==> config.mk <==
export PLATFORM = sky130hd
export DESIGN_NAME = compare4a_ref
export DESIGN_NICKNAME = d
export VERILOG_FILES = /design/src/rtl/compare4a_pkg.sv /design/src/rtl/compare4a_ref.sv
export SDC_FILE = /design/constraint.sdc
export NUM_CORES = 1
export LEC_CHECK = 0
export ABC_CLOCK_PERIOD_IN_PS = 1310
export CAP_MARGIN = 40
export CORE_AREA = 5 5 42 44
export DETAILED_ROUTE_END_ITERATION = 8
export DIE_AREA = 0 0 47 49
export SYNTH_ARGS = -nofsm -noshare
export SYNTH_HDL_FRONTEND = slang
export SYNTH_SLANG_ARGS = --single-unit
export TNS_END_PERCENT = 100
==> constraint.sdc <==
create_clock -name vclk -period 1.31
set_input_delay 0.1965 -clock vclk [all_inputs]
set_output_delay 0.1965 -clock vclk [all_outputs]
set_load 0.1 [all_outputs]
==> src/rtl/compare4a_pkg.sv <==
// rtl/compare4a_pkg.sv - shared types and constants for the compare4a comparator family
//
// state_t : checker FSM states (IDLE, HOLD, CHECK, FIN)
// Y_GT/Y_EQ/Y_LT : bit positions inside the 3-bit one-hot y code
package compare4a_pkg;

  typedef enum logic [1:0] {
    IDLE  = 2'd0,
    HOLD  = 2'd1,
    CHECK = 2'd2,
    FIN   = 2'd3
  } state_t;

  localparam int Y_GT = 2;
  localparam int Y_EQ = 1;
  localparam int Y_LT = 0;

endpackage

==> src/rtl/compare4a_ref.sv <==
// rtl/compare4a_ref.sv - combinational golden magnitude comparator
//
// a [WIDTH] : operand a (unsigned)
// b [WIDTH] : operand b (unsigned)
// y [3]     : one-hot result {a>b, a==b, a<b}
module compare4a_ref
  import compare4a_pkg::*;
#(
  parameter int WIDTH = 4
) (
  input  logic [WIDTH-1:0] a,
  input  logic [WIDTH-1:0] b,
  output logic [2:0]       y
);

  always_comb begin
    y       = 3'b000;
    y[Y_GT] = (a > b);
    y[Y_EQ] = (a == b);
    y[Y_LT] = (a < b);
  end

endmodule

==> Word-level counts from Yosys, hierarchy flattened <==
Index checks and enable logic that the tools add are counted.
{ "classes": {"addsub": 0, "mul": 0, "n_div": 0, "n_lt_le_gt_ge": 2, "eq_ne": 1, "shift": 0, "mux": 0, "n_bitwise": 0, "n_reduce_logical": 0} }
{ "ops": {"columns": ["cell", "n"], "rows": [
  ["4-bit == test", 1],
  ["4-bit greater-than comparator", 1],
  ["4-bit < comparator", 1]
]} }
{ "word_totals": {"regBits": 0, "latch_bits": 0, "ramBits": 0, "rom_bits": 0, "in_bits": 8, "output_inout_bits": 3, "elab_cells": 3, "n_memories": 0} }

==> Longest topological paths before layout <==
Gate-level depths: netlist (run 1).
{ "depth": {"word_depth": 1, "mapped_depth": 5, "depth_no_buf": 5} }

==> Worst setup path before layout (run 1) <==
No wires, ideal clock.
{ "synth_path": {"path_kind": "input to output", "from": "input b[3]", "to": "output y[2]", "arrival_ns": 2.459, "t_required_ns": 1.113, "path_slack_ns": -1.345, "cell_stages": 5, "path_buffers": 0, "path_cell_list": "inv_1 > ha_1 > nand2_1 > nor2_1 > a21oi_2"} }
{ "synth_via": {"elab_chain_cells": 1} }
{ "synth_rtl": {"columns": ["element", "line", "rtl"], "rows": [
  ["start: declaration", "compare4a_ref.sv:12", "input logic [WIDTH-1:0] b,"],
  ["4-bit greater-than comparator", "compare4a_ref.sv:18", "y[Y_GT] = (a > b);"],
  ["end: declaration", "compare4a_ref.sv:13", "output logic [2:0] y"]
]} }
No other way between the ends.

==> Worst setup path after layout (run 1) <==
{ "layout_path": {"from": "input b[1]", "to": "output y[0]"} }
{ "layout_via": {"elab_chain_cells": 1} }
{ "layout_rtl": {"columns": ["element", "line", "rtl"], "rows": [
  ["4-bit < comparator", "compare4a_ref.sv:20", "y[Y_LT] = (a < b);"]
]} }
No other way between the ends.

==> impl_results.html, run 1 <==
<table>
<tr><th>Metric</th><th>Value</th></tr>
<tr><th colspan="2">Place</th></tr>
<tr><td>Placed instance area</td><td>approximately 410 um2</td></tr>
<tr><td>Detailed Place HPWL</td><td>394 um</td></tr>
<tr><td>Final RePlAce weighted congestion</td><td>0.594</td></tr>
<tr><td>Quantity of I/O buffers inserted on ports</td><td>11</td></tr>
<tr><td>Placed Instances</td><td>46</td></tr>
<tr><th colspan="2">Floorplan</th></tr>
<tr><td>Die ar.</td><td>roughly 2300 um2</td></tr>
<tr><td>Starting Density</td><td>0.0920</td></tr>
<tr><td>Count of boundary I/O pins</td><td>11</td></tr>
<tr><td>Floorplan die height</td><td>~49 um</td></tr>
<tr><td>Core outline area</td><td>around 1400 um2</td></tr>
<tr><td>Horiz. Die Dim</td><td>approximately 47 um</td></tr>
<tr><td>Cell row count</td><td>14</td></tr>
<tr><th colspan="2">Yosys</th></tr>
<tr><td>Sequential cell area fraction in the yosys report</td><td>0</td></tr>
<tr><td>Synthesized instance count</td><td>16</td></tr>
<tr><td>Syn Area/Cell</td><td>slightly above 8 um2</td></tr>
<tr><td>Ys Warns</td><td>0</td></tr>
<tr><td>Cell types occupying the most area after synthesis</td><td>ha_1 (39%), o21bai_4 (15%), inv_1 (12%)</td></tr>
<tr><td>Cell area after synthesis</td><td>approximately 130 um2</td></tr>
<tr><td>Share of Yosys cell area claimed by the top area cell type</td><td>0.388</td></tr>
<tr><td>Unique masters post-synth</td><td>9</td></tr>
<tr><td>Leading area contributor after synthesis</td><td>ha_1</td></tr>
<tr><td>Synthesized net count</td><td>28</td></tr>
<tr><th colspan="2">Cells and area</th></tr>
<tr><td>Final non-filler cell area</td><td>between 400 and 500 um2</td></tr>
<tr><td>Net total in the final layout</td><td>44</td></tr>
<tr><td>Post-Layout Cell Count</td><td>46</td></tr>
<tr><td>Layout area overhead</td><td>221%</td></tr>
<tr><td>Antenna diode count</td><td>0</td></tr>
<tr><td>Fill count</td><td>151</td></tr>
<tr><td>Count of sequential standard cells</td><td>0</td></tr>
<tr><td>Fraction of layout instances using a drive strength above 1</td><td>1.00</td></tr>
<tr><td>Number of clock buffers in the layout</td><td>0</td></tr>
<tr><td>Register area</td><td>0 um2</td></tr>
<tr><th colspan="2">Power and ir drop</th></tr>
<tr><td>Worst voltage drop across the vdd grid</td><td>0.345 mV</td></tr>
<tr><td>Cell leakage power</td><td>approximately 0.18 nW</td></tr>
<tr><td>P per Cell Area</td><td>between 600 and 700 nW/um2</td></tr>
<tr><th colspan="2">Routing</th></tr>
<tr><td>DRC violations left</td><td>0</td></tr>
<tr><td>Vias per inst</td><td>between 3 and 4</td></tr>
<tr><td>DR iter-0 viols</td><td>0</td></tr>
<tr><td>Total number of vias</td><td>151</td></tr>
<tr><td>Wire length per cell after detailed routing</td><td>approximately 8.8 um</td></tr>
<tr><td>Initial DRT Pass Iterations</td><td>1</td></tr>
<tr><td>DRT antenna net count</td><td>0</td></tr>
<tr><td>Final wirelength</td><td>~400 um</td></tr>
<tr><th colspan="2">Setup path</th></tr>
<tr><td>Capturing element type of the critical path</td><td>output pin</td></tr>
<tr><td>Startpoint type of the worst setup path</td><td>input pin</td></tr>
<tr><td>CP Max Fanout</td><td>2</td></tr>
<tr><td>Arrival time at the worst endpoint</td><td>1.12 ns</td></tr>
<tr><td>Required time of the critical path</td><td>approximately 1.1 ns</td></tr>
<tr><td>Type of the worst setup path</td><td>in2out</td></tr>
<tr><th colspan="2">Global routing</th></tr>
<tr><td>Vias in the first global route</td><td>approximately 160</td></tr>
<tr><td>Number of antenna violations at the first check in global routing</td><td>0</td></tr>
<tr><td>Grt ovf</td><td>0</td></tr>
<tr><td>Pin count of the biggest net entering global routing</td><td>3</td></tr>
<tr><td>Wire length of the first global-routing pass</td><td>696 um</td></tr>
<tr><td>GRT Util Overall</td><td>0.0379</td></tr>
<tr><th colspan="2">Clock network</th></tr>
<tr><td>CTS hold repair buffers</td><td>0</td></tr>
<tr><th colspan="2">Timing</th></tr>
<tr><td>Setup repair after global routing missed its margin</td><td>yes</td></tr>
<tr><td>Worst slew slack as a fraction of its limit</td><td>0.899</td></tr>
<tr><td>Share of the clock period used by the worst path</td><td>1.01</td></tr>
<tr><td>Worst Tran Pin Value</td><td>0.151 ns</td></tr>
<tr><td>Maximum operating frequency</td><td>between 0.7 and 0.8 GHz</td></tr>
<tr><td>Minimum period implied by the final worst setup slack</td><td>1.32 ns</td></tr>
<tr><td>Max-slew violation count</td><td>0</td></tr>
<tr><td>Hold violation count in the final report</td><td>0</td></tr>
<tr><td>Final Setup Violations</td><td>2</td></tr>
<tr><td>Fin worst setup slack</td><td>-0.0108 ns</td></tr>
<tr><th colspan="2">Hold path</th></tr>
<tr><td>Type of the tightest min-delay check</td><td>in2out</td></tr>
<tr><th colspan="2">Run</th></tr>
<tr><td>Number of max-capacitance violations reported</td><td>0</td></tr>
<tr><th colspan="2">Run status</th></tr>
<tr><td>Outcome</td><td>finished with violations</td></tr>
<tr><td>Failing checks</td><td>setup timing</td></tr>
</table>
[critical path: stages]
cell and delay [ns]:
buf_8 0.11, inv_12 0.04, ha_4 0.18, nor2b_4 0.12
o21bai_4 0.13, and2_4 0.17, buf_12 0.16
[what timing repair did]
action,CTS,global route
buffers inserted,0,0
setup endpoints to repair,3,3
pin swaps,7,5
gates resized for setup,35,4
[synthesized netlist by cell type]
library cell and number:
a21oi_1 1, a21oi_2 1, and2_1 1, ha_1 4
inv_1 4, nand2_1 2, nor2_1 1, nor2b_4 1
o21bai_4 1
[final timing paths]
| check | start | end | cells after the start |
|---|---|---|---|
| hold / removal | a[3] | y[0] | 5 |
| setup / recovery | b[1] | y[0] | 7 |
[where the power goes]
| group | switching [mW] | internal (mW) | leakage [nW] | total (mW) |
|---|---|---|---|---|
| Sequential | 0 | 0 | 0 | 0 |
| Combinational | 0.135 | 0.121 | 0.176 | 0.256 |
| Clock | 0 | 0 | 0 | 0 |
[routing by layer]
layer / vias up / part of all wire / track usage
met3: 0 / 0.19 / 0.00369
li1: 79 / - / -
met2: 11 / 0.35 / 0.0498
met5: - / 0 / 0
met4: 0 / 0 / 0
met1: 61 / 0.45 / 0.0674
[cell usage in the layout, fill, tap and decap left out]
| cell type | n |
|---|---|
| buf_6 | 5 |
| ha_4 | 4 |
| buf_12 | 3 |
| buf_4 | 3 |
| inv_2 | 2 |
| nand2_4 | 2 |
| inv_12 | 1 |
| inv_4 | 1 |
| nor2b_4 | 1 |
| o21bai_4 | 1 |
| a21oi_2 | 1 |
| and2_4 | 1 |
| nor2_4 | 1 |
| a21oi_4 | 1 |
| buf_2 | 1 |
| clkbuf_2 | 1 |
| buf_8 | 1 |
[logic make-up (layout without fill, tap and decap cells)]
kind of cell	Yosys count	in the layout	share of synthesized area
compound gates	3	3	0.252
simple gates	5	5	0.243
fa+ha+maj	4	4	0.388
buf+inv	4	18	0.116
[stage by stage]
step,power [mW],hold slack [ns],setup WS [ns],TNS [ns],utilization
after floorplan,0.159,0.749,-0.194,-0.194,-
after global placement,0.254,1.36,-0.575,-1.64,0.292
after detailed placement,0.257,1.35,-0.594,-1.67,0.292
after CTS,0.260,0.920,-0.0582,-0.110,0.295
after global routing,0.268,0.918,-0.0420,-0.0824,0.296
final,0.256,0.903,-0.0108,-0.0168,0.296
[final cells by class]
type               count  area [um2]  area share
well taps             16        20.0      0.0483
inverters              4        30.0      0.0725
multi-input cells     12         200       0.483
repair buffers        14         164       0.396
Note: power is estimated with default switching activity, not from simulation.
==> run 2: changes to the inputs <==
Settings changed: CELL_PAD_IN_SITES_DETAIL_PLACEMENT set to 1, CELL_PAD_IN_SITES_GLOBAL_PLACEMENT set to 2, DONT_BUFFER_PORTS set to 1, PLACE_DENSITY_LB_ADDON set to 0.1, SETUP_SLACK_MARGIN set to 0.05.
==> run 2 against run 1 <==
The run now ends clean. Non-clock buffer count decreased by 10. Critical endpoint is now y[2]. Combinational power decreased by 20%. Setup slack improved by 0.088 ns. Largest power group unchanged. Largest cell class unchanged. First-iteration DRC count unchanged. Clock-buffer cell count unchanged.
==> impl_results.html, run 2 (synthesized netlist as in run 1, its figures left out) <==
<table>
<tr><th>Metric</th><th>Value</th></tr>
<tr><th colspan="2">Floorplan</th></tr>
<tr><td>Horiz. Die Dim</td><td>roughly 47 um</td></tr>
<tr><td>Die ar.</td><td>~2300 um2</td></tr>
<tr><td>Cell row count</td><td>14</td></tr>
<tr><td>Count of boundary I/O pins</td><td>11</td></tr>
<tr><td>Starting Density</td><td>0.0920</td></tr>
<tr><td>Core outline area</td><td>~1400 um2</td></tr>
<tr><td>Floorplan die height</td><td>~49 um</td></tr>
<tr><th colspan="2">Power and ir drop</th></tr>
<tr><td>P per Cell Area</td><td>about 650 nW/um2</td></tr>
<tr><td>Cell leakage power</td><td>0.117 nW</td></tr>
<tr><td>Worst voltage drop across the vdd grid</td><td>between 0.1 and 0.15 mV</td></tr>
<tr><td>Total design power</td><td>0.204 mW</td></tr>
<tr><th colspan="2">Place</th></tr>
<tr><td>Post-Place Worst Slack</td><td>around 0.043 ns</td></tr>
<tr><td>Quantity of I/O buffers inserted on ports</td><td>0</td></tr>
<tr><td>Detailed Place HPWL</td><td>roughly 320 um</td></tr>
<tr><td>Final RePlAce weighted congestion</td><td>roughly 0.57</td></tr>
<tr><th colspan="2">Cells and area</th></tr>
<tr><td>Final cell utilization of the core</td><td>0.223</td></tr>
<tr><td>Register area</td><td>0 um2</td></tr>
<tr><td>Leading cell type in the layout, fill and taps excluded</td><td>ha_4</td></tr>
<tr><td>Number of clock buffers in the layout</td><td>0</td></tr>
<tr><td>Antenna diode count</td><td>0</td></tr>
<tr><td>Net total in the final layout</td><td>34</td></tr>
<tr><td>Fraction of layout instances using a drive strength above 1</td><td>1.00</td></tr>
<tr><td>Commonest non-fill, non-tap cells in the layout</td><td>ha_4 (4), inv_4 (2), nand2_4 (2), buf_12 (2), buf_4 (2)</td></tr>
<tr><td>Count of sequential standard cells</td><td>0</td></tr>
<tr><td>Layout area overhead</td><td>143%</td></tr>
<tr><th colspan="2">Timing</th></tr>
<tr><td>Maximum operating frequency</td><td>0.811 GHz</td></tr>
<tr><td>Hold violation count in the final report</td><td>0</td></tr>
<tr><td>Worst slew slack as a fraction of its limit</td><td>0.805</td></tr>
<tr><td>Fin worst setup slack</td><td>0.0771 ns</td></tr>
<tr><td>Max-slew violation count</td><td>0</td></tr>
<tr><td>Share of the clock period used by the worst path</td><td>0.941</td></tr>
<tr><td>Worst Tran Pin Value</td><td>0.293 ns</td></tr>
<tr><td>Final Setup Violations</td><td>0</td></tr>
<tr><td>Worst Hold Slack</td><td>a little under 0.8 ns</td></tr>
<tr><td>Minimum period implied by the final worst setup slack</td><td>roughly 1.2 ns</td></tr>
<tr><td>Setup repair after global routing missed its margin</td><td>yes</td></tr>
<tr><th colspan="2">Setup path</th></tr>
<tr><td>Cell breakdown of the critical path</td><td>inv_6 &gt; ha_4 &gt; nand2_4 &gt; o21bai_4 &gt; a21oi_4 &gt; buf_12</td></tr>
<tr><td>Arrival time at the worst endpoint</td><td>roughly 1.0 ns</td></tr>
<tr><td>Master of the slowest instance on the critical path</td><td>ha_4</td></tr>
<tr><td>CP Max Fanout</td><td>2</td></tr>
<tr><td>Crit. Startpoint</td><td>b[3]</td></tr>
<tr><td>Capturing element type of the critical path</td><td>output pin</td></tr>
<tr><td>Startpoint type of the worst setup path</td><td>input pin</td></tr>
<tr><td>Largest stage delay on the critical path</td><td>between 0.2 and 0.3 ns</td></tr>
<tr><td>Type of the worst setup path</td><td>in2out</td></tr>
<tr><td>Required time of the critical path</td><td>roughly 1.1 ns</td></tr>
<tr><th colspan="2">Global routing</th></tr>
<tr><td>Grt ovf</td><td>0</td></tr>
<tr><td>Met1 Track Usage GR</td><td>0.0435</td></tr>
<tr><td>GRT Util Overall</td><td>0.0316</td></tr>
<tr><td>Most used routing layer</td><td>met2</td></tr>
<tr><td>Pin count of the biggest net entering global routing</td><td>3</td></tr>
<tr><td>Number of antenna violations at the first check in global routing</td><td>0</td></tr>
<tr><td>Met2 track demand over resource in global routing</td><td>0.0543</td></tr>
<tr><td>Vias in the first global route</td><td>140</td></tr>
<tr><td>Wire length of the first global-routing pass</td><td>slightly below 600 um</td></tr>
<tr><td>Global-route met3 utilization</td><td>0.00369</td></tr>
<tr><th colspan="2">Hold path</th></tr>
<tr><td>Hold worst-path end</td><td>y[0]</td></tr>
<tr><td>Type of the tightest min-delay check</td><td>in2out</td></tr>
<tr><td>Instance count along the most critical hold path</td><td>3</td></tr>
<tr><td>Worst hold start</td><td>a[3]</td></tr>
<tr><th colspan="2">Routing</th></tr>
<tr><td>DRT antenna net count</td><td>0</td></tr>
<tr><td>Vias per inst</td><td>3.28</td></tr>
<tr><td>Final wirelength</td><td>about 320 um</td></tr>
<tr><td>DRC violations left</td><td>0</td></tr>
<tr><td>Initial DRT Pass Iterations</td><td>1</td></tr>
<tr><td>Total number of vias</td><td>118</td></tr>
<tr><td>DR iter-0 viols</td><td>0</td></tr>
<tr><td>Wire length per cell after detailed routing</td><td>8.97 um</td></tr>
<tr><th colspan="2">Run status</th></tr>
<tr><td>Outcome</td><td>completed</td></tr>
<tr><th colspan="2">Run</th></tr>
<tr><td>Number of max-capacitance violations reported</td><td>0</td></tr>
<tr><th colspan="2">Clock network</th></tr>
<tr><td>CTS hold repair buffers</td><td>0</td></tr>
</table>
## run 2: cell count changes in the layout (fill, tap and decap cells not counted), sizes merged
cell,delta
clkbuf,-1
buf,-9
## run 2: what timing repair did
item / CTS / global route
setup endpoints to repair: 1 / 2
buffers inserted: 1 / 0
gates resized for setup: 0 / 4
pin swaps: 2 / 2
## run 2: worst max-delay path by stage
stage / endpoint / depth (start not counted) / slack [ns]
final: y[2] / 6 / 0.08
after global routing: y[0] / 4 / 0.04
after CTS: y[0] / 4 / 0.05
after detailed placement: y[0] / 5 / 0.04
after global placement: y[0] / 5 / 0.04
after floorplan: y[2] / 5 / -0.19
## run 2: routing by layer
layer	up-vias	part of all wire
met3	0	0.084
met4	0	0
met5	-	0
met2	6	0.53
li1	60	-
met1	52	0.38
## run 2: metrics by stage
stage               TNS [ns]  instance area (um2)  std cells
finish                     0                  313         36
global route               0                  313         36
detailed placement         0                  294         35
floorplan             -0.194                  226         16
CTS                        0                  302         36
global placement           0                  294         35
## run 2: critical path: cells and delay by family
family / cells / cell delay [ns]
compound gates: 2 / 0.32
fa+ha+maj: 1 / 0.26
buf+inv: 2 / 0.19
simple gates: 1 / 0.05
## run 2: cell type report
cell class | instances | area (um2)
fill | 162 | 1090
inverter | 4 | 37.5
multi-input combinational | 12 | 200
tap | 16 | 20.0
timing repair buffer | 4 | 55.1
## run 2: report_power, final
group / leakage (nW) / internal (mW) / switching [mW] / total, mW
combinational: 0.117 / 0.0849 / 0.119 / 0.204
sequential: 0 / 0 / 0 / 0
clock: 0 / 0 / 0 / 0
total: 0.117 / 0.0849 / 0.119 / 0.204
